**src/rtl/ps2_key_decoder_if.sv**
```systemverilog
// Pin-level and key-level signals of the PS/2 keyboard decoder.
// The keyboard side supplies the pins; the decoder supplies the held key state.
`timescale 1ns/1ps

interface ps2_key_decoder_if;
  logic       ps2_clk;
  logic       ps2_data;
  logic       keypressed;
  logic [7:0] scancode;
  logic       frame_err;

  modport master (
    output ps2_clk,
    output ps2_data,
    input  keypressed,
    input  scancode,
    input  frame_err
  );

  modport slave (
    input  ps2_clk,
    input  ps2_data,
    output keypressed,
    output scancode,
    output frame_err
  );
endinterface

```
**src/rtl/ps2_key_decoder.sv**
```systemverilog
// PS/2 keyboard receiver: synchronises and filters the pins, deframes 11-bit frames,
// and turns make/break byte sequences into a held scancode plus a keypressed level.
`timescale 1ns/1ps

module ps2_key_decoder #(
  parameter int FILTER_LEN     = 8,
  parameter int TIMEOUT_CYCLES = 100000
) (
  input logic            clk,
  input logic            rstn,
  ps2_key_decoder_if.slave bus
);

  localparam int FCW = $clog2(FILTER_LEN + 1);
  localparam int TW  = 17;

  typedef enum logic [1:0] {
    ST_IDLE   = 2'd0,
    ST_DATA   = 2'd1,
    ST_PARITY = 2'd2,
    ST_STOP   = 2'd3
  } rx_state_t;

  // A valid frame carries an odd number of ones across data and parity.
  function automatic logic odd_ones(input logic [8:0] v);
    return ^v;
  endfunction

  logic           ps2c_meta_r;
  logic           ps2c_sync_r;
  logic           ps2d_meta_r;
  logic           ps2d_sync_r;
  logic [FCW-1:0] filt_cnt_r;
  logic           filt_clk_r;
  logic           filt_clk_d_r;
  logic           e_s;
  logic           frame_good_s;

  rx_state_t      state_r;
  logic [3:0]     bit_cnt_r;
  logic [7:0]     shift_r;
  logic           parity_r;
  logic [TW-1:0]  tmo_cnt_r;
  logic           brk_r;
  logic           ext_r;
  logic           keypressed_r;
  logic [7:0]     scancode_r;
  logic           frame_err_r;

  // Two-flop synchronisers for both asynchronous pins, idling high.
  always_ff @(posedge clk or negedge rstn) begin
    if (!rstn) begin
      ps2c_meta_r <= 1'b1;
      ps2c_sync_r <= 1'b1;
      ps2d_meta_r <= 1'b1;
      ps2d_sync_r <= 1'b1;
    end else begin
      ps2c_meta_r <= bus.ps2_clk;
      ps2c_sync_r <= ps2c_meta_r;
      ps2d_meta_r <= bus.ps2_data;
      ps2d_sync_r <= ps2d_meta_r;
    end
  end

  // Glitch filter: the level follows the pin only after FILTER_LEN differing samples in a row.
  always_ff @(posedge clk or negedge rstn) begin
    if (!rstn) begin
      filt_cnt_r   <= FCW'(0);
      filt_clk_r   <= 1'b1;
      filt_clk_d_r <= 1'b1;
    end else begin
      filt_clk_d_r <= filt_clk_r;
      if (ps2c_sync_r == filt_clk_r) begin
        filt_cnt_r <= FCW'(0);
      end else if (filt_cnt_r == FCW'(FILTER_LEN - 1)) begin
        filt_cnt_r <= FCW'(0);
        filt_clk_r <= ps2c_sync_r;
      end else begin
        filt_cnt_r <= filt_cnt_r + FCW'(1);
      end
    end
  end

  // E is the single cycle in which the filtered clock has just fallen.
  assign e_s = filt_clk_d_r & ~filt_clk_r;

  // Stop-bit acceptance: stop must be high and the data+parity ones-count odd.
  always_comb begin
    frame_good_s = 1'b0;
    if (ps2d_sync_r && odd_ones({shift_r, parity_r})) begin
      frame_good_s = 1'b1;
    end else begin
      frame_good_s = 1'b0;
    end
  end

  // Frame receiver, timeout watchdog and make/break decoder with registered outputs.
  always_ff @(posedge clk or negedge rstn) begin
    if (!rstn) begin
      state_r      <= ST_IDLE;
      bit_cnt_r    <= 4'd0;
      shift_r      <= 8'h00;
      parity_r     <= 1'b0;
      tmo_cnt_r    <= TW'(0);
      brk_r        <= 1'b0;
      ext_r        <= 1'b0;
      keypressed_r <= 1'b0;
      scancode_r   <= 8'h00;
      frame_err_r  <= 1'b0;
    end else begin
      frame_err_r <= 1'b0;
      if ((state_r != ST_IDLE) && (tmo_cnt_r == TW'(TIMEOUT_CYCLES))) begin
        state_r     <= ST_IDLE;
        tmo_cnt_r   <= TW'(0);
        frame_err_r <= 1'b1;
      end else if (e_s) begin
        tmo_cnt_r <= TW'(0);
        case (state_r)
          ST_IDLE: begin
            if (!ps2d_sync_r) begin
              state_r   <= ST_DATA;
              bit_cnt_r <= 4'd0;
            end
          end
          ST_DATA: begin
            shift_r   <= {ps2d_sync_r, shift_r[7:1]};
            bit_cnt_r <= bit_cnt_r + 4'd1;
            if (bit_cnt_r == 4'd7) begin
              state_r <= ST_PARITY;
            end
          end
          ST_PARITY: begin
            parity_r <= ps2d_sync_r;
            state_r  <= ST_STOP;
          end
          ST_STOP: begin
            state_r <= ST_IDLE;
            if (!frame_good_s) begin
              frame_err_r <= 1'b1;
            end else if (shift_r == 8'hE0) begin
              ext_r <= 1'b1;
            end else if (shift_r == 8'hF0) begin
              // An E0 F0 sequence keeps the extension flag alongside the break.
              brk_r <= 1'b1;
              ext_r <= ext_r;
            end else if (brk_r) begin
              if (shift_r == scancode_r) begin
                keypressed_r <= 1'b0;
              end
              brk_r <= 1'b0;
              ext_r <= 1'b0;
            end else begin
              scancode_r   <= shift_r;
              keypressed_r <= 1'b1;
              ext_r        <= 1'b0;
            end
          end
          default: begin
            state_r <= ST_IDLE;
          end
        endcase
      end else if (state_r != ST_IDLE) begin
        tmo_cnt_r <= tmo_cnt_r + TW'(1);
      end
    end
  end

  assign bus.keypressed = keypressed_r;
  assign bus.scancode   = scancode_r;
  assign bus.frame_err  = frame_err_r;

endmodule

```
**src/flat_wrapper.sv**
```systemverilog
// flat-port wrapper written by rule: the top's interface ports become plain ports
module ps2_key_decoder_flat 
#(
  parameter int FILTER_LEN     = 8,
  parameter int TIMEOUT_CYCLES = 100000
)
  (clk, rstn, bus_ps2_clk, bus_ps2_data, bus_keypressed, bus_scancode, bus_frame_err);
  ps2_key_decoder_if bus_i ();
  input logic clk;
  input logic rstn;
  input wire logic [$bits(bus_i.ps2_clk)-1:0] bus_ps2_clk;
  input wire logic [$bits(bus_i.ps2_data)-1:0] bus_ps2_data;
  output wire logic [$bits(bus_i.keypressed)-1:0] bus_keypressed;
  output wire logic [$bits(bus_i.scancode)-1:0] bus_scancode;
  output wire logic [$bits(bus_i.frame_err)-1:0] bus_frame_err;
  assign bus_i.ps2_clk = bus_ps2_clk;
  assign bus_i.ps2_data = bus_ps2_data;
  assign bus_keypressed = bus_i.keypressed;
  assign bus_scancode = bus_i.scancode;
  assign bus_frame_err = bus_i.frame_err;
  ps2_key_decoder #(.FILTER_LEN(FILTER_LEN), .TIMEOUT_CYCLES(TIMEOUT_CYCLES)) u_core (.clk(clk), .rstn(rstn), .bus(bus_i));
endmodule
```
**config.mk**
```make
export PLATFORM = sky130hd
export DESIGN_NAME = ps2_key_decoder_flat
export DESIGN_NICKNAME = d
export VERILOG_FILES = /design/src/rtl/ps2_key_decoder_if.sv /design/src/rtl/ps2_key_decoder.sv /design/src/flat_wrapper.sv
export SDC_FILE = /design/constraint.sdc
export NUM_CORES = 1
export LEC_CHECK = 0
export ABC_AREA = 1
export BUFFER_PORTS_ARGS = -buffer_cell sky130_fd_sc_hd__buf_2
export CORE_MARGIN = 5
export CORE_UTILIZATION = 35
export CTS_BUF_LIST = sky130_fd_sc_hd__clkbuf_8
export CTS_CLUSTER_DIAMETER = 30
export DETAILED_ROUTE_END_ITERATION = 10
export SYNTH_ARGS = -nofsm -noshare
export SYNTH_HDL_FRONTEND = slang
export SYNTH_SLANG_ARGS = --single-unit
```
**constraint.sdc**
```tcl
create_clock -name clk -period 3.27 [get_ports clk]
set_clock_uncertainty 0.05 [all_clocks]
set_input_delay 0.654 -clock clk [delete_from_list [all_inputs] [get_ports clk]]
set_output_delay 0.654 -clock clk [all_outputs]
set_load 0.03 [all_outputs]
```
==> results_dict.tcl <==
set metrics [dict create \
    outcome "finished clean" \
    syn_to_final_growth_pct 8.34 \
    crit_buf_inv 3 \
    detail_route.wl_per_cell_microns 12.0 \
    crit_chain "inv_1, ha_1, inv_1, nor2_1, inv_1, a221oi_1" \
    synth_cell_types 37 \
    hold_buffers 0 \
    timing.critical_path.mode_cell "inv_1" \
    grt_max_degree 29 \
    max_stage_delay_ns 0.50 \
    initial_core_util 0.363 \
    cts-root-buf "clkbuf_8" \
    critical_path_class "flop to flop" \
    setup_tns_ns 0 \
    syn_inst 371 \
    tritoncts "yes" \
    period_needed_ns 2.08 \
    synth_edf_count 0 \
    postSynthAreaPerCell_sq_um 8.13 \
    dp_hpwl_microns 4510 \
    start_kind "flop" \
    crit_path_end_kind "flop" \
    clockBufferDepth 2 \
    drc 0 \
    setup_violations 0 \
    r2r_start "u_core.state_r[0]" \
    cts_setup_buffers 0 \
    avgViaCountPerCell 4.72 \
    critical_path_cell_count 6 \
    wirelength_met1_microns 2880 \
    ir_worst_vdd_uv 297 \
    diodes 0 \
    rsz0062_at_grt "false" \
    syn_nets 383 \
    max_slew.worst_pin.slew_ns 0.734 \
    regArea_sq_mm 0.00133 \
    cpMaxStageDelayCell "nor2_1" \
    rr_endpoint "u_core.tmo_cnt_r[11]" \
    dp_slack_ns 1.21 \
    clk_latency_ns 0.30 \
    final_antenna_net_count 0 \
    wl_met2_microns 2770 \
    synth-seq-cells 53 \
    synth_common_cells "106 x nand2_1, 47 x dfrtp_1, 40 x inv_1, 32 x nor2_1, 22 x nand3_1" \
    clk_pin_slew_ns 0.10 \
    min_path_type "primary input to asynchronous set/reset pin" \
    globalRouteTotalUtil 0.123 \
    synth_top_flop_cell "dfrtp_1" \
    synth.most_common_cell "nand2_1" \
    maxCapViolCount 0 \
    max_freq_mhz 481 \
    final_cells 490 \
    highest_layer "met4" \
    wirelength_microns 5880 \
    max_slew_margin 0.509 \
    grt_pass1_wl_microns 10400 \
    gp_congestion 0.837 \
    cts_resized 0 \
    dieHeight_microns 103 \
    arrival_ns 2.22 \
    first_global_vias 2170 \
    multiInputGateArea_sq_mm 0.00145 \
    drive_gt1_frac 0.125 \
    drv_slew 0 \
    synthArstFlopShare 1.00 \
    io_pins 14 \
    core_area_sq_mm 0.00830 \
    p_leak_uw 0.00153 \
    powerDensity_mw_per_mm2 555 \
    crit_path_max_fanout 9 \
    synth_area_leaders "dfrtp_1 39%, nand2_1 13%, dfstp_2 5.2%, inv_1 5.0%, nor2_1 4.0%" \
    worst_ep_required_time_ns 3.42 \
    fill_cells 863 \
    dr_total_vias 2313 \
    cts.sinks 53 \
    cts_max_level 2 \
    path_delay_family "simple AND/OR/NAND/NOR gates" \
    antenna_found_initial 0 \
    synth.top_cell.area_share 0.390 \
    yosys_warnings 0 \
    row_count 33 \
    die_area_sq_mm 0.0106 \
    dp_cells 482 \
    period_share 0.635 \
    ys_seq_area_frac 0.442 \
    rrSetupSlack_ns 1.19 \
    synth.cell_area_sq_mm 0.00302 \
    drtIter0Drc 79 \
    die_x_microns 103 \
    wl_met3_microns 201 \
    yosysTopAreaCell "dfrtp_1" \
    dr.pass1.iters 4 \
    setup_ws_ns 1.19 \
    hold_viol_final 0 \
    nets 396 \
    overflow 0 \
    cts_buffers 5 \
    reg2reg_depth 6 \
    io_buffers 13 \
]
## worst register-to-register path, stage by stage (launching register included)
cell and delay (ns):
dfrtp_1 0.43, inv_1 0.09, ha_1 0.19, inv_1 0.10
nor2_1 0.50, inv_1 0.29, a221oi_1 0.33
## cells in the final DEF (no fill, tap or decap), drive strengths merged
cell type	instances
nand2	110
dfrtp	47
inv	41
nor2	39
nand3	24
o21ai	19
nand4	18
buf	16
xnor2	11
xor2	8
ha	8
a21oi	7
clkbuf	6
dfstp	6
nor3	6
nor4	3
or2	3
o31ai	2
o22ai	2
nand3b	1
and2	1
a221oi	1
a31oi	1
a211oi	1
o21a	1
mux2	1
o211ai	1
bufinv	1
## worst max path at each step
stage | slack [ns] | endpoint | startpoint
CTS | 1.18 | u_core.tmo_cnt_r[11] | u_core.state_r[0]
floorplan | 1.57 | u_core.state_r[0] | u_core.state_r[0]
global placement | 1.26 | u_core.tmo_cnt_r[11] | u_core.state_r[0]
finish | 1.19 | u_core.tmo_cnt_r[11] | u_core.state_r[0]
detailed placement | 1.21 | u_core.tmo_cnt_r[11] | u_core.state_r[0]
global route | 0.99 | u_core.tmo_cnt_r[11] | u_core.state_r[0]
## sequential cells by signal, indices dropped and copies added (netlist names)
register / flops
u_core.tmo_cnt_r: 17
u_core.bus.scancode: 8
u_core.shift_r: 8
u_core.bit_cnt_r: 4
u_core.filt_cnt_r: 4
u_core.state_r: 2
u_core.brk_r: 1
u_core.bus.frame_err: 1
u_core.bus.keypressed: 1
u_core.filt_clk_d_r: 1
u_core.filt_clk_r: 1
u_core.parity_r: 1
u_core.ps2c_meta_r: 1
u_core.ps2c_sync_r: 1
u_core.ps2d_meta_r: 1
u_core.ps2d_sync_r: 1
## cell type report
class | count | area share
Clock buffer | 6 | 0.0253
Inverter | 40 | 0.0459
Clock inverter | 2 | 0.0103
Sequential cell | 53 | 0.408
Timing Repair Buffer | 16 | 0.0268
Tap cell | 105 | 0.0402
Multi-Input combinational cell | 268 | 0.443
## cell families after synthesis
logic type | Yosys count | share of synthesized area
AO/OA/AOI/OAI | 35 | 0.0647
XOR/XNOR | 19 | 0.0552
adder cells (fa/ha/maj) | 8 | 0.0332
buffers and inverters | 50 | 0.0776
flip-flops | 53 | 0.442
multiplexers | 1 | 0.00373
AND/OR/NAND/NOR | 205 | 0.324
## report_power, final
| group | switching [uW] | internal (uW) | leakage (uW) |
|---|---|---|---|
| clock | 206 | 247 | 0.0000626 |
| combinational | 350 | 182 | 0.000755 |
| sequential | 87.3 | 742 | 0.000709 |
| total | 644 | 1170 | 0.00153 |
## through the flow
step / utilization / power [uW] / area, sq um / hold slack (ns)
floorplan: - / 1260 / 3020 / 0.295
global placement: 0.380 / 1370 / 3150 / 0.296
detailed placement: 0.380 / 1380 / 3150 / 0.297
CTS: 0.394 / 1840 / 3270 / 0.304
global route: 0.394 / 1970 / 3270 / 0.306
finish: 0.394 / 1820 / 3270 / 0.298
## routing by layer
layer / vias up / GRT usage
met5: - / 0
met4: 0 / 0.0239
met3: 2 / 0.0237
met2: 29 / 0.204
met1: 1059 / 0.169
li1: 1223 / -
Note: power is estimated with default switching activity, not from simulation.
